## src/rtl/scroll_pkg.sv

```systemverilog
// Shared encodings for the line scroll controller: game states and level sizing.
package scroll_pkg;
  localparam int STATE_W = 2;
  localparam int LEVEL_W = 4;
  localparam logic [LEVEL_W-1:0] LEVEL_MAX = 4'd15;

  typedef enum logic [STATE_W-1:0] {
    ST_IDLE  = 2'd0,
    ST_RUN   = 2'd1,
    ST_PAUSE = 2'd2,
    ST_OVER  = 2'd3
  } state_t;
endpackage

```

## src/rtl/scroll_tick_div.sv

```systemverilog
// Loadable down-counter with hold; zero_o flags the terminal count.
module scroll_tick_div #(
  parameter int W = 20
) (
  input  logic         clk_i,
  input  logic         reset_i,
  input  logic         load_i,
  input  logic [W-1:0] load_val_i,
  input  logic         hold_i,
  output logic         zero_o
);
  logic [W-1:0] r_cnt;

  // Load wins over hold so a start from IDLE/OVER can arm the counter.
  always_ff @(posedge clk_i) begin
    if (reset_i)                    r_cnt <= '0;
    else if (load_i)                r_cnt <= load_val_i;
    else if (!hold_i && r_cnt != '0) r_cnt <= r_cnt - W'(1);
  end

  assign zero_o = (r_cnt == '0);
endmodule

```

## src/rtl/line_scroll_ctrl.sv

```systemverilog
// Scroll sequencer: game FSM, step strobe, one-hot lane rotation, score and level.
// Define SCROLL_SPEEDUP_EN to build the level counter and level-dependent step period.
module line_scroll_ctrl
  import scroll_pkg::*;
#(
  parameter int LANES       = 4,
  parameter int BASE_PERIOD = 1_000_000,
  parameter int PERIOD_STEP = 62_500,
  parameter int MIN_PERIOD  = 250_000,
  parameter int LEVEL_STEPS = 64,
  parameter int SCORE_W     = 16
) (
  input  logic               clk_i,
  input  logic               reset_i,
  input  logic               start_i,
  input  logic               pause_i,
  input  logic               collide_i,
  output logic               step_o,
  output logic [LANES-1:0]   lane_en_o,
  output logic [LEVEL_W-1:0] level_o,
  output logic [SCORE_W-1:0] score_o,
  output logic [STATE_W-1:0] state_o
);
  localparam int CNT_W = $clog2(BASE_PERIOD);
  localparam int PTR_W = $clog2(LANES);
  localparam int LS_W  = (LEVEL_STEPS > 1) ? $clog2(LEVEL_STEPS) : 1;

  // Illegal parameter sets fail elaboration here.
  if (LANES < 2 || BASE_PERIOD < 2 || MIN_PERIOD < 2 || MIN_PERIOD > BASE_PERIOD ||
      LEVEL_STEPS < 1) begin : g_bad_params
    line_scroll_ctrl_bad_parameters u_bad ();
  end

  function automatic logic [31:0] period_of(input logic [LEVEL_W-1:0] lvl);
    logic [31:0] red;
    red = 32'(lvl) * 32'(PERIOD_STEP);
    if (red >= 32'(BASE_PERIOD) - 32'(MIN_PERIOD)) return 32'(MIN_PERIOD);
    return 32'(BASE_PERIOD) - red;
  endfunction

  state_t             r_state, w_state_nxt;
  logic               w_clear, w_step, w_hold, w_zero;
  logic [31:0]        w_period;
  logic [CNT_W-1:0]   w_load_val;
  logic [PTR_W-1:0]   r_ptr;
  logic [SCORE_W-1:0] r_score;
  logic               r_step;
  logic [LANES-1:0]   r_lane;

  always_ff @(posedge clk_i) begin
    if (reset_i) r_state <= ST_IDLE;
    else         r_state <= w_state_nxt;
  end

  // Priority inside RUN: collision, then pause, then the counter step.
  always_comb begin
    w_state_nxt = r_state;
    w_clear     = 1'b0;
    w_step      = 1'b0;
    case (r_state)
      ST_IDLE, ST_OVER: if (start_i) begin
        w_state_nxt = ST_RUN;
        w_clear     = 1'b1;
      end
      ST_RUN: begin
        if (collide_i)    w_state_nxt = ST_OVER;
        else if (pause_i) w_state_nxt = ST_PAUSE;
        else if (w_zero)  w_step      = 1'b1;
      end
      ST_PAUSE: begin
        if (collide_i)    w_state_nxt = ST_OVER;
        else if (pause_i) w_state_nxt = ST_RUN;
      end
      default: w_state_nxt = ST_IDLE;
    endcase
  end

  assign w_hold     = (r_state != ST_RUN) || pause_i || collide_i;
  assign w_load_val = w_clear ? CNT_W'(BASE_PERIOD - 1) : CNT_W'(w_period - 32'd1);

  scroll_tick_div #(.W(CNT_W)) u_div (
    .clk_i      (clk_i),
    .reset_i    (reset_i),
    .load_i     (w_clear | w_step),
    .load_val_i (w_load_val),
    .hold_i     (w_hold),
    .zero_o     (w_zero)
  );

`ifdef SCROLL_SPEEDUP_EN
  logic [LEVEL_W-1:0] r_level, w_level_nxt;
  logic [LS_W-1:0]    r_lsteps;
  logic               w_lvl_wrap;

  assign w_lvl_wrap  = (r_lsteps == LS_W'(LEVEL_STEPS - 1));
  assign w_level_nxt = (w_step && w_lvl_wrap && r_level != LEVEL_MAX) ? r_level + 4'd1 : r_level;
  // Reload in the level-up cycle already uses the new level's period.
  assign w_period    = period_of(w_level_nxt);
  assign level_o     = r_level;

  always_ff @(posedge clk_i) begin
    if (reset_i || w_clear) begin
      r_level  <= '0;
      r_lsteps <= '0;
    end else if (w_step) begin
      r_level  <= w_level_nxt;
      r_lsteps <= w_lvl_wrap ? '0 : r_lsteps + LS_W'(1);
    end
  end
`else
  assign w_period = period_of('0);
  assign level_o  = '0;
`endif

  always_ff @(posedge clk_i) begin
    if (reset_i) begin
      r_step  <= 1'b0;
      r_lane  <= '0;
      r_ptr   <= '0;
      r_score <= '0;
    end else begin
      r_step <= w_step;
      r_lane <= w_step ? (LANES'(1) << r_ptr) : '0;
      if (w_clear) begin
        r_ptr   <= '0;
        r_score <= '0;
      end else if (w_step) begin
        r_ptr   <= (r_ptr == PTR_W'(LANES - 1)) ? '0 : r_ptr + PTR_W'(1);
        r_score <= (r_score == '1) ? r_score : r_score + SCORE_W'(1);
      end
    end
  end

  assign step_o    = r_step;
  assign lane_en_o = r_lane;
  assign score_o   = r_score;
  assign state_o   = r_state;
endmodule
```

## config.mk

```make
export PLATFORM = sky130hd
export DESIGN_NAME = line_scroll_ctrl
export DESIGN_NICKNAME = d
export VERILOG_FILES = /design/src/rtl/scroll_pkg.sv /design/src/rtl/scroll_tick_div.sv /design/src/rtl/line_scroll_ctrl.sv
export SDC_FILE = /design/constraint.sdc
export NUM_CORES = 1
export LEC_CHECK = 0
export ABC_AREA = 1
export BUFFER_PORTS_ARGS = -buffer_cell sky130_fd_sc_hd__buf_2
export CAP_MARGIN = 20
export CELL_PAD_IN_SITES_DETAIL_PLACEMENT = 1
export CELL_PAD_IN_SITES_GLOBAL_PLACEMENT = 1
export CORE_UTILIZATION = 41
export DETAILED_ROUTE_END_ITERATION = 10
export PLACE_DENSITY_LB_ADDON = 0.05
export SLEW_MARGIN = 20
export SYNTH_ARGS = -nofsm -noshare
export SYNTH_HDL_FRONTEND = slang
export SYNTH_HIERARCHICAL = 1
export SYNTH_SLANG_ARGS = --single-unit
```

## constraint.sdc

```tcl
create_clock -name clk_i -period 3 [get_ports clk_i]
set_input_delay 0.3 -clock clk_i [delete_from_list [all_inputs] [get_ports clk_i]]
set_output_delay 0.3 -clock clk_i [all_outputs]
set_load 0.005 [all_outputs]
```

=== After elaboration in Yosys (flattened, before gate mapping) ===
Cells that the tools add are included.

* Word-level logic and storage cells: 52
* Input port bits: 5
* Bits in registers: 45

* Shift operators: 1
* Reduce and logical (&&, ||, !) cells: 14
* Equality and inequality tests: 9
* Multiplexer cells: 15
* Bitwise gates (word level): 3
* $add $sub $neg: 3

{| class="wikitable"
|+ Operator list
! cell !! count
|-
| two-way mux 20 bit || 2
|-
| zero test 20 bit || 1
|-
| nonzero test 20 bit || 1
|-
| subtractor 20 x 1 -> 20 bit (second input constant) || 1
|-
| adder 16 x 1 -> 16 bit (second input constant) || 1
|-
| equality test 16 bit (second input constant) || 1
|-
| two-way mux 2 bit || 6
|-
| OR reduction 2 bit || 4
|-
| equality test 2 bit (second input constant) || 3
|-
| two-way mux 1 bit || 6
|-
| inequality test 3 bit (second input constant) || 2
|-
| case mux 2 bit (3 select lines) || 1
|-
| left shift 1 x 2 -> 4 bit (first input constant) || 1
|-
| AND reduction 3 bit || 1
|-
| adder 2 x 1 -> 2 bit (second input constant) || 1
|-
| equality test 2 x 1 -> 1 bit (second input constant) || 1
|-
| zero test 2 bit || 1
|-
| logical OR 1 bit || 2
|-
| inequality test 2 x 1 -> 1 bit (second input constant) || 1
|-
| inequality test 2 bit (second input constant) || 1
|-
| NOT 1 bit || 2
|-
| AND reduction 2 bit || 1
|-
| nonzero test 2 bit || 1
|-
| logical AND 1 bit || 1
|-
| other kinds (2) || 2
|}

=== Logic depth before layout (Yosys ltp) ===
Gate-level depths: netlist of run 1.

* Word-level depth: 7
* Gate-level depth with buffers: 16
* Depth with buffers taken out: 12

=== Cells and area by module ===
Netlist of run 1, hierarchy kept.

{| class="wikitable"
|+ Modules (own cells, without submodules)
! module !! area each (um^2) !! times used !! sequential area each (um^2) !! cells an instance
|-
| scroll_tick_div || 1551.5 || 1 || 400.4 || 257
|-
| line_scroll_ctrl || 1416.4 || 1 || 500.5 || 206
|}

=== Worst setup path after synthesis of run 1 ===
No wires, ideal clock.

* Path kind: reg2reg
* From: register u_div.r_cnt[10]
* To: register u_div.r_cnt[11]
* Slack: 0.811 ns
* Library setup time: 0.128 ns
* Arrival: 2.061 ns
* Cell stages (with the launch flop): 17
* Path buffers: 4
* Path through: dfxtp_1 > nor2_2 > nand2_2 > inv_1 > nand3_1 > nor4b_1 > nand3_1 > buf_2 > buf_2 > nand2_1 > inv_1 > buf_2 > clkbuf_1 > nand3_1 > nand2_1 > nor2_1 > nor2_1

* Word-level cells in the longest chain between the ends: 7
* Elaborated cells on any way between the ends: 10
* Those cells by class: 1 x add/sub; 4 x mux; 1 x bitwise; 4 x reduce/logical

{| class="wikitable"
|+ RTL lines
! element !! RTL line !! source
|-
| start, declared || scroll_tick_div.sv:12 || <nowiki>logic [W-1:0] r_cnt;</nowiki>
|-
| start signal, assigned || scroll_tick_div.sv:17 || <nowiki>else if (load_i) r_cnt <= load_val_i;</nowiki>
|-
| start signal, assigned || scroll_tick_div.sv:18 || <nowiki>else if (!hold_i && r_cnt != '0) r_cnt <= r_cnt - W'(1);</nowiki>
|-
| zero test 20 bit || scroll_tick_div.sv:21 || <nowiki>assign zero_o = (r_cnt == '0);</nowiki>
|-
| net w_zero || line_scroll_ctrl.sv:42 || <nowiki>logic w_clear, w_step, w_hold, w_zero;</nowiki>
|-
| two-way mux 1 bit || line_scroll_ctrl.sv:68 || <nowiki>else if (w_zero) w_step = 1'b1;</nowiki>
|-
| two-way mux 1 bit || line_scroll_ctrl.sv:67 || <nowiki>else if (pause_i) w_state_nxt = ST_PAUSE;</nowiki>
|-
| two-way mux 1 bit || line_scroll_ctrl.sv:66 || <nowiki>if (collide_i) w_state_nxt = ST_OVER;</nowiki>
|-
| two-way mux 1 bit || line_scroll_ctrl.sv:60 || <nowiki>case (r_state)</nowiki>
|-
| bitwise OR 1 bit || line_scroll_ctrl.sv:84 || <nowiki>.load_i (w_clear | w_step),</nowiki>
|-
| OR reduction 2 bit (no line) || n/a ||
|}

The timed path passes the listed nets, and every way through them passes these cells.
A chain may end at the register's enable or synchronous reset.

=== Final worst setup path of run 1 ===
* From: register u_div.r_cnt[7]
* To: register u_div.r_cnt[17]

* Word-level cells in the longest chain between the ends: 7
* Elaborated cells on any way between the ends: 12
* Those cells by class: 1 x add/sub; 6 x mux; 1 x bitwise; 4 x reduce/logical

{| class="wikitable"
|+ RTL lines
! element !! RTL line
|-
| zero test 20 bit * || scroll_tick_div.sv:21
|-
| net w_zero || line_scroll_ctrl.sv:42
|-
| two-way mux 1 bit * || line_scroll_ctrl.sv:68
|-
| two-way mux 1 bit * || line_scroll_ctrl.sv:67
|-
| two-way mux 1 bit * || line_scroll_ctrl.sv:66
|-
| two-way mux 1 bit * || line_scroll_ctrl.sv:60
|-
| bitwise OR 1 bit * || line_scroll_ctrl.sv:84
|-
| two-way mux 20 bit / nonzero test 2 bit (equally long branches) || n/a
|}

The timed path passes the listed nets; every way through them passes the cells marked *. The select of a mux whose other input is x is not followed.

==> out/results.ini, run 1 <==
[timing]
tightest_slew_ns = 0.756
rsz0062_at_grt = false
finalHoldViolCount = 0
fmax_ghz = 0.420
finalSetupTns_ns = 0
max-slew-margin-rel_pct = 49.6
drv_slew = 0
final-setup-viol-count = 0
period_minus_slack_ns = 2.38
whs_ns = 0.393
finalClockSkew_ns = 0.00891
timing.final.crit_share_pct = 79.4

[finish]
multi_input_area_um2 = 1910
final_util_pct = 48.6
fill_cells = 997
layout_common_cells = nand2_1 (129), nor2_1 (87), dfxtp_1 (45)
diodes = 0
drive_gt1_share_pct = 13.8
area_growth_pct = 13.0
final_common_cell = nand2_1
nets = 518
regArea_um2 = 901

[power]
power.density_nw_per_um2 = 740
power_switching_mw = 1.15
peakVddDrop_mv = 0.289
clock_power_share_pct = 20.4
p_sw_share_pct = 46.4
p_int_mw = 1.33
totalPowerFinal_mw = 2.48
leakage_nw = 1.57
combPwrFrac_pct = 48.4
power_frac_seq_pct = 31.2

[logic_synthesis]
netlist.area_leader.share_pct = 30.4
yosysWarnings = 6
synthCells = 463
synth_cell_types = 37
synth_area_leaders = dfxtp_1 (30%), nand2_1 (16%), nor2_1 (11%), nand3_1 (6.6%), inv_1 (4.6%)
ys_ff_latch = 45
yosysSeqAreaShare_pct = 30.4
syn_area_um2 = 2970
synth_largest_area_cell = dfxtp_1
synth.avg_cell_area_um2 = 6.41

[route]
wl_met3_um = 168
wirelength_um = 7950
routed.top_layer = met4
drc = 0
avgRoutedWirePerCell_um = 13.2
vias = 2981
routed_via_density = 4.94
met2_wirelength_um = 4010
ant_nets = 0
first_pass_iters = 4
m1WireLength_um = 3660
first_iter_violations = 67

[placed_design]
dp_hpwl_um = 6000
gp_congestion = 0.810
numPortBuffers = 27

[worst_setup_path]
rrSetupSlack_ns = 0.62
crit_fanout = 20
cp-startpoint = u_div/r_cnt[7]$_SDFFE_PP0P_
end_kind = flop
cp.required_ns = 3.20
reg2reg_depth = 11
reg2reg_from = u_div/r_cnt[7]$_SDFFE_PP0P_
critPathKind = reg -> reg
cp-endpoint = u_div/r_cnt[17]$_SDFFE_PP0P_
cp-start-kind = flop
worstPathArrival_ns = 2.58
reg2reg_to = u_div/r_cnt[17]$_SDFFE_PP0P_

[clock_network]
cts_made_buffers = 5
cts-htree-levels = 2
hold_buffers = 0
clk-insertion-delay-late_ns = 0.32
clockBufferDepth = 2
cts_setup_buffers = 0
cts_resized = 0
cts_tree = done
cts.sinks = 45
cts.clk_slew.worst_paths_ns = 0.10
clockRootBuffer = clkbuf_8

[floorplanning]
core_um2 = 6910
rows = 30
dieArea_um2 = 7580
num_io_pins = 32
die_x_um = 87.1
chipHeight_um = 87.1
start_util_pct = 43.0

[run_status]
status = complete, no violations

[grt]
track_usage_pct = 22.5
antenna_found_initial = 0
grt_max_degree = 23
grt-ovfl-total = 0
grt_pass1_vias = 2938
grt_pass1_wl_um = 13400

[hold_path]
hold_path_class = in -> reg

[run]
max_cap_violations = 0

[state kept, by name, indices dropped and copies added, names as in the netlist]
register	flops
state_o	2
step_o	1
score_o	16
u_div/r_cnt	20
lane_en_o	4
r_ptr	2
[metrics by stage]
stage / worst slack (ns) / cells / instance area, um^2
after floorplan: 0.811 / 485 / 3050
after global placement: 0.702 / 596 / 3240
after detailed placement: 0.613 / 596 / 3240
after CTS: 0.589 / 604 / 3350
after global routing: 0.297 / 604 / 3350
final: 0.617 / 604 / 3350
[Yosys cell counts]
cell / count
a211oi_1: 1
a21oi_1: 25
buf_2: 5
buf_4: 4
buf_6: 2
clkbuf_1: 4
clkinv_4: 1
conb_1: 2
dfxtp_1: 45
ha_1: 6
inv_1: 36
inv_2: 2
mux2i_1: 1
nand2_1: 129
nand2_2: 4
nand2_4: 2
nand2_8: 1
nand3_1: 39
nand3_2: 1
nand3_4: 1
nand3b_1: 2
nand4_1: 4
nand4_4: 1
nor2_1: 87
nor2_2: 8
nor2_4: 6
nor2_8: 2
nor3_2: 2
nor4_1: 4
nor4b_1: 1
o211ai_1: 2
o21ai_0: 20
o21ai_1: 3
o21ai_4: 1
o21bai_1: 1
xnor2_1: 1
xor2_1: 7
[power groups by stage]
| stage | combinational [mW] | sequential (mW) | clock, mW |
|---|---|---|---|
| 2_1_floorplan | 0.953 | 0.765 | 0 |
| 3_3_place_gp | 1.17 | 0.785 | 0 |
| 3_5_place_dp | 1.20 | 0.788 | 0 |
| 4_1_cts | 1.21 | 0.775 | 0.523 |
| 5_1_grt | 1.36 | 0.788 | 0.540 |
| 6_report | 1.20 | 0.775 | 0.506 |
[critical path, cell delays in order, from the launching register on]
cell	delay, ns
dfxtp_1	0.36
nor2_1	0.19
nand2_2	0.11
nor2_4	0.13
nor4b_1	0.28
nand3_1	0.14
nand2_1	0.09
inv_1	0.32
nand3_2	0.37
nor2_1	0.09
nor2_1	0.13
nor2_1	0.05
[layer usage]
layer / GRT usage, % / up-vias
li1: - / 1536
met1: 25.9 / 1407
met2: 42.8 / 30
met3: 3.13 / 8
met4: 6.82 / 0
met5: 0 / -
[worst min-delay path by stage]
stage | startpoint | cells past startpoint | slack (ns) | to
global placement | u_div/r_cnt[0]$_SDFFE_PP0P_ | 2 | 0.47 | u_div/r_cnt[0]$_SDFFE_PP0P_
finish | start_i | 4 | 0.39 | state_o[1]$_SDFFE_PP0P_
CTS | start_i | 4 | 0.38 | state_o[1]$_SDFFE_PP0P_
detailed placement | u_div/r_cnt[0]$_SDFFE_PP0P_ | 2 | 0.48 | u_div/r_cnt[0]$_SDFFE_PP0P_
global route | reset_i | 2 | 0.43 | u_div/r_cnt[16]$_SDFFE_PP0P_
floorplan | reset_i | 1 | 0.37 | u_div/r_cnt[10]$_SDFFE_PP0P_
[area by class of cell]
type,instances,area share (%)
clock inverters,3,1.49
inverters,39,4.51
well taps,96,3.58
repair buffers,30,4.70
clock buffers,5,2.05
flip-flops and latches,45,26.9
multi-input cells,386,56.8
[cells by family after synthesis]
logic type / Yosys count / synth area share [%]
fa+ha+maj: 6 / 2.53
mux: 1 / 0.337
compound gates: 53 / 9.65
other cells: 2 / 0.253
buf+inv: 54 / 8.22
flops: 45 / 30.4
xor+xnor: 8 / 2.36
simple gates: 294 / 46.3
(Power assumes the default switching activity.)
==> run 2: changes to the inputs <==
==> constraint.sdc (replaced) <==
create_clock -name clk_i -period 2.2 [get_ports clk_i]
set_input_delay 0.22 -clock clk_i [delete_from_list [all_inputs] [get_ports clk_i]]
set_output_delay 0.22 -clock clk_i [all_outputs]
set_load 0.005 [all_outputs]
==> out/results.ini, run 2 (synthesis gave the netlist of run 1 again) <==
[clock_network]
cts.clk_slew.worst_paths_ns = 0.10  ; about the same
cts.sinks = 45  ; unchanged
hold_buffers = 0  ; unchanged
cts_tree = done
clockRootBuffer = clkbuf_8
clockBufferDepth = 2  ; unchanged
clk-insertion-delay-late_ns = 0.31  ; about the same
cts-htree-levels = 2  ; unchanged
cts_made_buffers = 5  ; unchanged

[timing]
finalHoldViolCount = 0  ; unchanged
period_minus_slack_ns = 2.17  ; -0.213 ns
fmax_ghz = 0.461  ; +9.8%
timing.final.crit_share_pct = 98.6  ; +19 points
finalClockSkew_ns = 0.00634  ; -0.00257 ns
finalSetupTns_ns = 0  ; unchanged
final-setup-viol-count = 0  ; unchanged
drv_slew = 0  ; unchanged
whs_ns = 0.308  ; -0.0850 ns

[finish]
drive_gt1_share_pct = 19.2  ; +5.5 points
largest_register_ff_count = 20  ; unchanged
design_area_um2 = 3590  ; +6.9%
top_register = u_div/r_cnt
fill_cells = 994  ; -0.30%
final_common_cell = nand2_1
area_growth_pct = 20.8
nets = 540  ; +4.2%
final_util_pct = 51.9  ; +3.4 points
layout_common_cells = nand2_1 (128), nor2_1 (86), dfxtp_1 (43)
diodes = 0  ; unchanged

[route]
first_pass_iters = 4  ; unchanged
m1WireLength_um = 3910  ; +6.6%
routed.top_layer = met4
vias = 3115  ; +4.5%
avgRoutedWirePerCell_um = 14.1  ; +7.4%
ant_nets = 0  ; unchanged
wl_met3_um = 198  ; +18%
routed_via_density = 4.98  ; +0.82%
drc = 0  ; unchanged
wirelength_um = 8850  ; +11%
met2_wirelength_um = 4520  ; +13%
first_iter_violations = 73  ; +9.0%

[power]
p_sw_share_pct = 47.6  ; +1.2 points
power_switching_mw = 1.73  ; +50%
p_int_mw = 1.90  ; +43%
clock_power_share_pct = 15.7  ; -4.7 points
power.density_nw_per_um2 = 1010  ; +37%
power_frac_seq_pct = 28.7  ; -2.5 points
peakVddDrop_mv = 0.341  ; +18%
totalPowerFinal_mw = 3.63  ; +46%
combPwrFrac_pct = 55.6  ; +7.2 points
leakage_nw = 1.68  ; +6.7%

[hold_path]
hold-path-endpoint = state_o[1]$_SDFFE_PP0P_
min-delay-start = start_i
hold_path_class = in -> reg
hold_path_depth = 4  ; unchanged

[placed_design]
numPortBuffers = 27  ; unchanged
gp_congestion = 0.843  ; +4.0%
dpl_cell_area_um2 = 3320  ; +2.6%
dp_hpwl_um = 6310  ; +5.0%

[grt]
grt_pass1_wl_um = 13800  ; +2.8%
antenna_found_initial = 0  ; unchanged
grt-ovfl-total = 0  ; unchanged
track_usage_pct = 23.2  ; +0.65 points
grt_pass1_vias = 2976  ; +1.3%
grt_max_degree = 23  ; unchanged

[floorplanning]
start_util_pct = 43.0  ; unchanged
num_io_pins = 32  ; unchanged
rows = 30  ; unchanged
die_x_um = 87.1  ; unchanged
chipHeight_um = 87.1  ; unchanged
dieArea_um2 = 7580  ; unchanged
core_um2 = 6910  ; unchanged

[worst_setup_path]
cp.required_ns = 2.39  ; -0.81 ns
reg2reg_depth = 12  ; +1
crit_fanout = 5  ; -75%
end_kind = flop
cp-start-kind = flop
worstPathArrival_ns = 2.36  ; -0.22 ns
critPathKind = reg -> reg
reg2reg_from = u_div/r_cnt[6]$_SDFFE_PP0P_
reg2reg_to = u_div/r_cnt[12]$_SDFFE_PP0P_
cp-startpoint = u_div/r_cnt[6]$_SDFFE_PP0P_
rrSetupSlack_ns = 0.03  ; -0.59 ns

[run]
max_cap_violations = 0  ; unchanged

[run_status]
status = complete, no violations

[run 2: cell count changes in the layout (fill, tap and decap cells not counted), sizes merged]
cell,change
clkinv,-1
clkinvlp,+2
nand3,+1
bufinv,-1
buf,+21
[run 2: how the worst max path moves through the flow]
stage / slack, ns / cells after the start / endpoint
floorplan: 0.01 / 16 / u_div/r_cnt[11]$_SDFFE_PP0P_
global placement: 0.15 / 11 / u_div/r_cnt[12]$_SDFFE_PP0P_
detailed placement: 0.06 / 12 / u_div/r_cnt[9]$_SDFFE_PP0P_
CTS: 0.03 / 12 / u_div/r_cnt[9]$_SDFFE_PP0P_
global route: -0.06 / 12 / u_div/r_cnt[19]$_SDFFE_PP0P_
finish: 0.03 / 12 / u_div/r_cnt[12]$_SDFFE_PP0P_
[run 2: metrics by stage]
stage / worst slack, ns / cells
2_1_floorplan: 0.0112 / 485
3_3_place_gp: 0.152 / 607
3_5_place_dp: 0.0601 / 607
4_1_cts: 0.0286 / 615
5_1_grt: -0.0565 / 626
6_report: 0.0302 / 626
[run 2: routing by layer]
layer,global-route usage (%),vias up
met4,7.88,0
met2,42.7,42
met5,0,-
met3,3.13,15
met1,27.5,1476
li1,-,1582
[run 2: what timing repair did]
item | CTS | global route
endpoints found under the setup margin | 0 | 22
resized for setup | 0 | 25
setup buffers | 0 | 10
[run 2: power groups by stage]
| stage | combinational, mW | clock, mW | sequential [mW] |
|---|---|---|---|
| finish | 2.01 | 0.569 | 1.04 |
| global route | 2.22 | 0.623 | 1.05 |
| CTS | 1.76 | 0.592 | 1.03 |
| detailed placement | 1.75 | 0 | 1.05 |
| global placement | 1.70 | 0 | 1.04 |
| floorplan | 1.30 | 0 | 1.04 |
[run 2: critical path, cell delays in order, from the launching register on]
cell,delay [ns]
dfxtp_1,0.36
nor2_2,0.17
nand2_2,0.10
nor2_4,0.13
nor4b_2,0.24
nand3_1,0.15
nand2_2,0.14
clkinvlp_4,0.17
buf_6,0.18
nand3_2,0.17
nor2_1,0.08
nor2_1,0.10
nor2_1,0.05
[run 2: area by class of cell]
cell class / instances / area [um^2] / area share, %
multi-input combinational: 387 / 1980 / 55.1
sequential: 45 / 903 / 25.2
timing repair buffer: 51 / 338 / 9.42
inverter: 39 / 155 / 4.33
tap: 96 / 120 / 3.35
clock buffer: 5 / 68.8 / 1.92
clock inverter: 3 / 25.0 / 0.698
==> run 3: changes to the inputs <==
--- a/config.mk
+++ b/config.mk
@@ -7,12 +7,13 @@
 export LEC_CHECK = 0
 export ABC_AREA = 1
 export BUFFER_PORTS_ARGS = -buffer_cell sky130_fd_sc_hd__buf_2
-export CAP_MARGIN = 20
+export CAP_MARGIN = 40
 export CELL_PAD_IN_SITES_DETAIL_PLACEMENT = 1
 export CELL_PAD_IN_SITES_GLOBAL_PLACEMENT = 1
 export CORE_UTILIZATION = 41
 export DETAILED_ROUTE_END_ITERATION = 10
 export PLACE_DENSITY_LB_ADDON = 0.05
+export SETUP_SLACK_MARGIN = 0.1
 export SLEW_MARGIN = 20
 export SYNTH_ARGS = -nofsm -noshare
 export SYNTH_HDL_FRONTEND = slang
==> out/results.ini, run 3 (synthesis gave the netlist of run 1 again) <==
[finish]
largest_register_ff_count = 20  ; unchanged
diodes = 0  ; unchanged
final_common_cell = nand2_1
area_growth_pct = 21.5
top_register = u_div/r_cnt
drive_gt1_share_pct = 19.6  ; +0.37 points
nets = 535  ; -0.93%
layout_common_cells = nand2_1 (126), nor2_1 (83), dfxtp_1 (43)
fill_cells = 999  ; +0.50%

[worst_setup_path]
cp-startpoint = u_div/r_cnt[9]$_SDFFE_PP0P_
path_buf_inv = 4  ; +2
cp_cell_sequence = nor2_4, nand2_2, inv_2, nand3_2, nor4b_4, nand3_2, buf_12, clkbuf_4, buf_4, o21ai_0, a21oi_1
slowest_stage = dfxtp_2
reg2reg_from = u_div/r_cnt[9]$_SDFFE_PP0P_
worstPathArrival_ns = 2.27  ; -0.09 ns
rrSetupSlack_ns = 0.13  ; +0.10 ns
cp-endpoint = r_ptr[0]$_SDFFE_PP0P_
cp-start-kind = flop
slowest_delay_ns = 0.35  ; about the same
crit_fanout = 8  ; +3
crit_path_frequent_cell = nand3_2
end_kind = flop
cpLargestDelayFamily = simple AND/OR/NAND/NOR gates
cp.required_ns = 2.40  ; about the same
reg2reg_depth = 11  ; -1
critPathKind = reg -> reg
path_depth = 11  ; -1
reg2reg_to = r_ptr[0]$_SDFFE_PP0P_

[floorplanning]
dieArea_um2 = 7580  ; unchanged
core_um2 = 6910  ; unchanged
rows = 30  ; unchanged
start_util_pct = 43.0  ; unchanged
chipHeight_um = 87.1  ; unchanged
num_io_pins = 32  ; unchanged
die_x_um = 87.1  ; unchanged

[timing]
drv_slew = 0  ; unchanged
timing.final.crit_share_pct = 94.3  ; -4.3 points
final-setup-viol-count = 0  ; unchanged
fin_ws_ns = 0.126  ; +0.0956 ns
fmax_ghz = 0.482  ; +4.6%
period_minus_slack_ns = 2.07  ; -0.0956 ns
finalSetupTns_ns = 0  ; unchanged
finalClockSkew_ns = 0.00759  ; +0.00125 ns
finalHoldViolCount = 0  ; unchanged
rsz0062_at_grt = true

[route]
routed_via_density = 4.94  ; -0.75%
first_iter_violations = 54  ; -26%
first_pass_iters = 4  ; unchanged
vias = 3067  ; -1.5%
wirelength_um = 8660  ; -2.1%
ant_nets = 0  ; unchanged
avgRoutedWirePerCell_um = 13.9  ; -1.3%
drc = 0  ; unchanged

[clock_network]
clockBufferDepth = 2  ; unchanged
cts.sinks = 45  ; unchanged
cts.clk_slew.worst_paths_ns = 0.10  ; about the same
clockRootBuffer = clkbuf_8
clk-insertion-delay-late_ns = 0.30  ; about the same
cts_made_buffers = 5  ; unchanged
cts-htree-levels = 2  ; unchanged
cts_tree = done

[placed_design]
numPortBuffers = 27  ; unchanged
dp_hpwl_um = 6390  ; +1.3%
pre_cts_ws_ns = 0.0402  ; -0.0198 ns
gp_congestion = 0.837  ; -0.71%

[power]
power.density_nw_per_um2 = 1020  ; +0.64%
peakVddDrop_mv = 0.332  ; -2.8%
leakage_nw = 1.67  ; -0.49%

[hold_path]
hold_path_depth = 5  ; +1
hold_path_class = in -> reg

[run]
max_cap_violations = 0  ; unchanged

[grt]
track_usage_pct = 23.5  ; +0.27 points
grt_max_degree = 23  ; unchanged
grt-ovfl-total = 0  ; unchanged
grt_pass1_vias = 3026  ; +1.7%
grt_pass1_wl_um = 13900  ; +1.1%
antenna_found_initial = 0  ; unchanged

[run_status]
status = complete, no violations

[run 3: cell count changes in the layout (fill, tap and decap cells not counted), sizes merged]
cell,change
bufinv,+1
clkinvlp,-1
nand3,-1
buf,-5
clkbuf,+1
[run 3: layout make-up]
class	instances	area [um^2]	share of cell area (%)
clock buffers	5	68.8	1.91
repair buffers	47	313	8.68
clock inverters	3	47.5	1.32
flip-flops and latches	45	903	25.1
inverters	39	160	4.44
multi-input cells	386	1990	55.3
well taps	96	120	3.33
[run 3: worst min-delay path by stage]
stage / startpoint / endpoint / slack, ns
2_1_floorplan: reset_i / u_div/r_cnt[10]$_SDFFE_PP0P_ / 0.29
3_3_place_gp: u_div/r_cnt[0]$_SDFFE_PP0P_ / u_div/r_cnt[0]$_SDFFE_PP0P_ / 0.46
3_5_place_dp: u_div/r_cnt[0]$_SDFFE_PP0P_ / u_div/r_cnt[0]$_SDFFE_PP0P_ / 0.48
4_1_cts: start_i / state_o[1]$_SDFFE_PP0P_ / 0.32
5_1_grt: reset_i / step_o$_SDFF_PP0_ / 0.36
6_report: collide_i / state_o[1]$_SDFFE_PP0P_ / 0.34
[run 3: per-stage QoR]
stage | hold slack [ns] | cell area, um^2 | utilization, % | power (mW) | cells
after CTS | 0.317 | 3430 | 49.6 | 3.49 | 611
after global placement | 0.465 | 3310 | 47.9 | 2.73 | 603
after global routing | 0.364 | 3600 | 52.2 | 3.96 | 621
final | 0.339 | 3600 | 52.2 | 3.67 | 621
after floorplan | 0.289 | 3080 | - | 2.37 | 485
after detailed placement | 0.484 | 3310 | 47.9 | 2.79 | 603
[run 3: what timing repair did]
item,in CTS,in global routing
pin swaps,0,8
buffers inserted,0,10
endpoints found under the setup margin,15,29
hold buffers,0,0
gates resized for setup,2,27
[run 3: report_power, final]
group | switching (mW) | internal (mW) | leakage (nW)
clock | 0.330 | 0.347 | 0.0591
sequential | 0.126 | 0.926 | 0.367
combinational | 1.24 | 0.697 | 1.24
total | 1.70 | 1.97 | 1.67
[run 3: layer usage]
| metal | GRT usage (%) | vias to the layer above | routed length, um |
|---|---|---|---|
| met5 | 0 | - | 0 |
| li1 | - | 1574 | - |
| met2 | 44.5 | 39 | 4560 |
| met1 | 27.4 | 1446 | 3770 |
| met4 | 5.91 | 0 | 119 |
| met3 | 3.22 | 8 | 204 |
[run 3: worst min-delay path, stage by stage]
cell and delay [ns]:
buf_2 0.11, inv_1 0.06, o21ai_0 0.08, nand3_1 0.07, a21oi_1 0.06
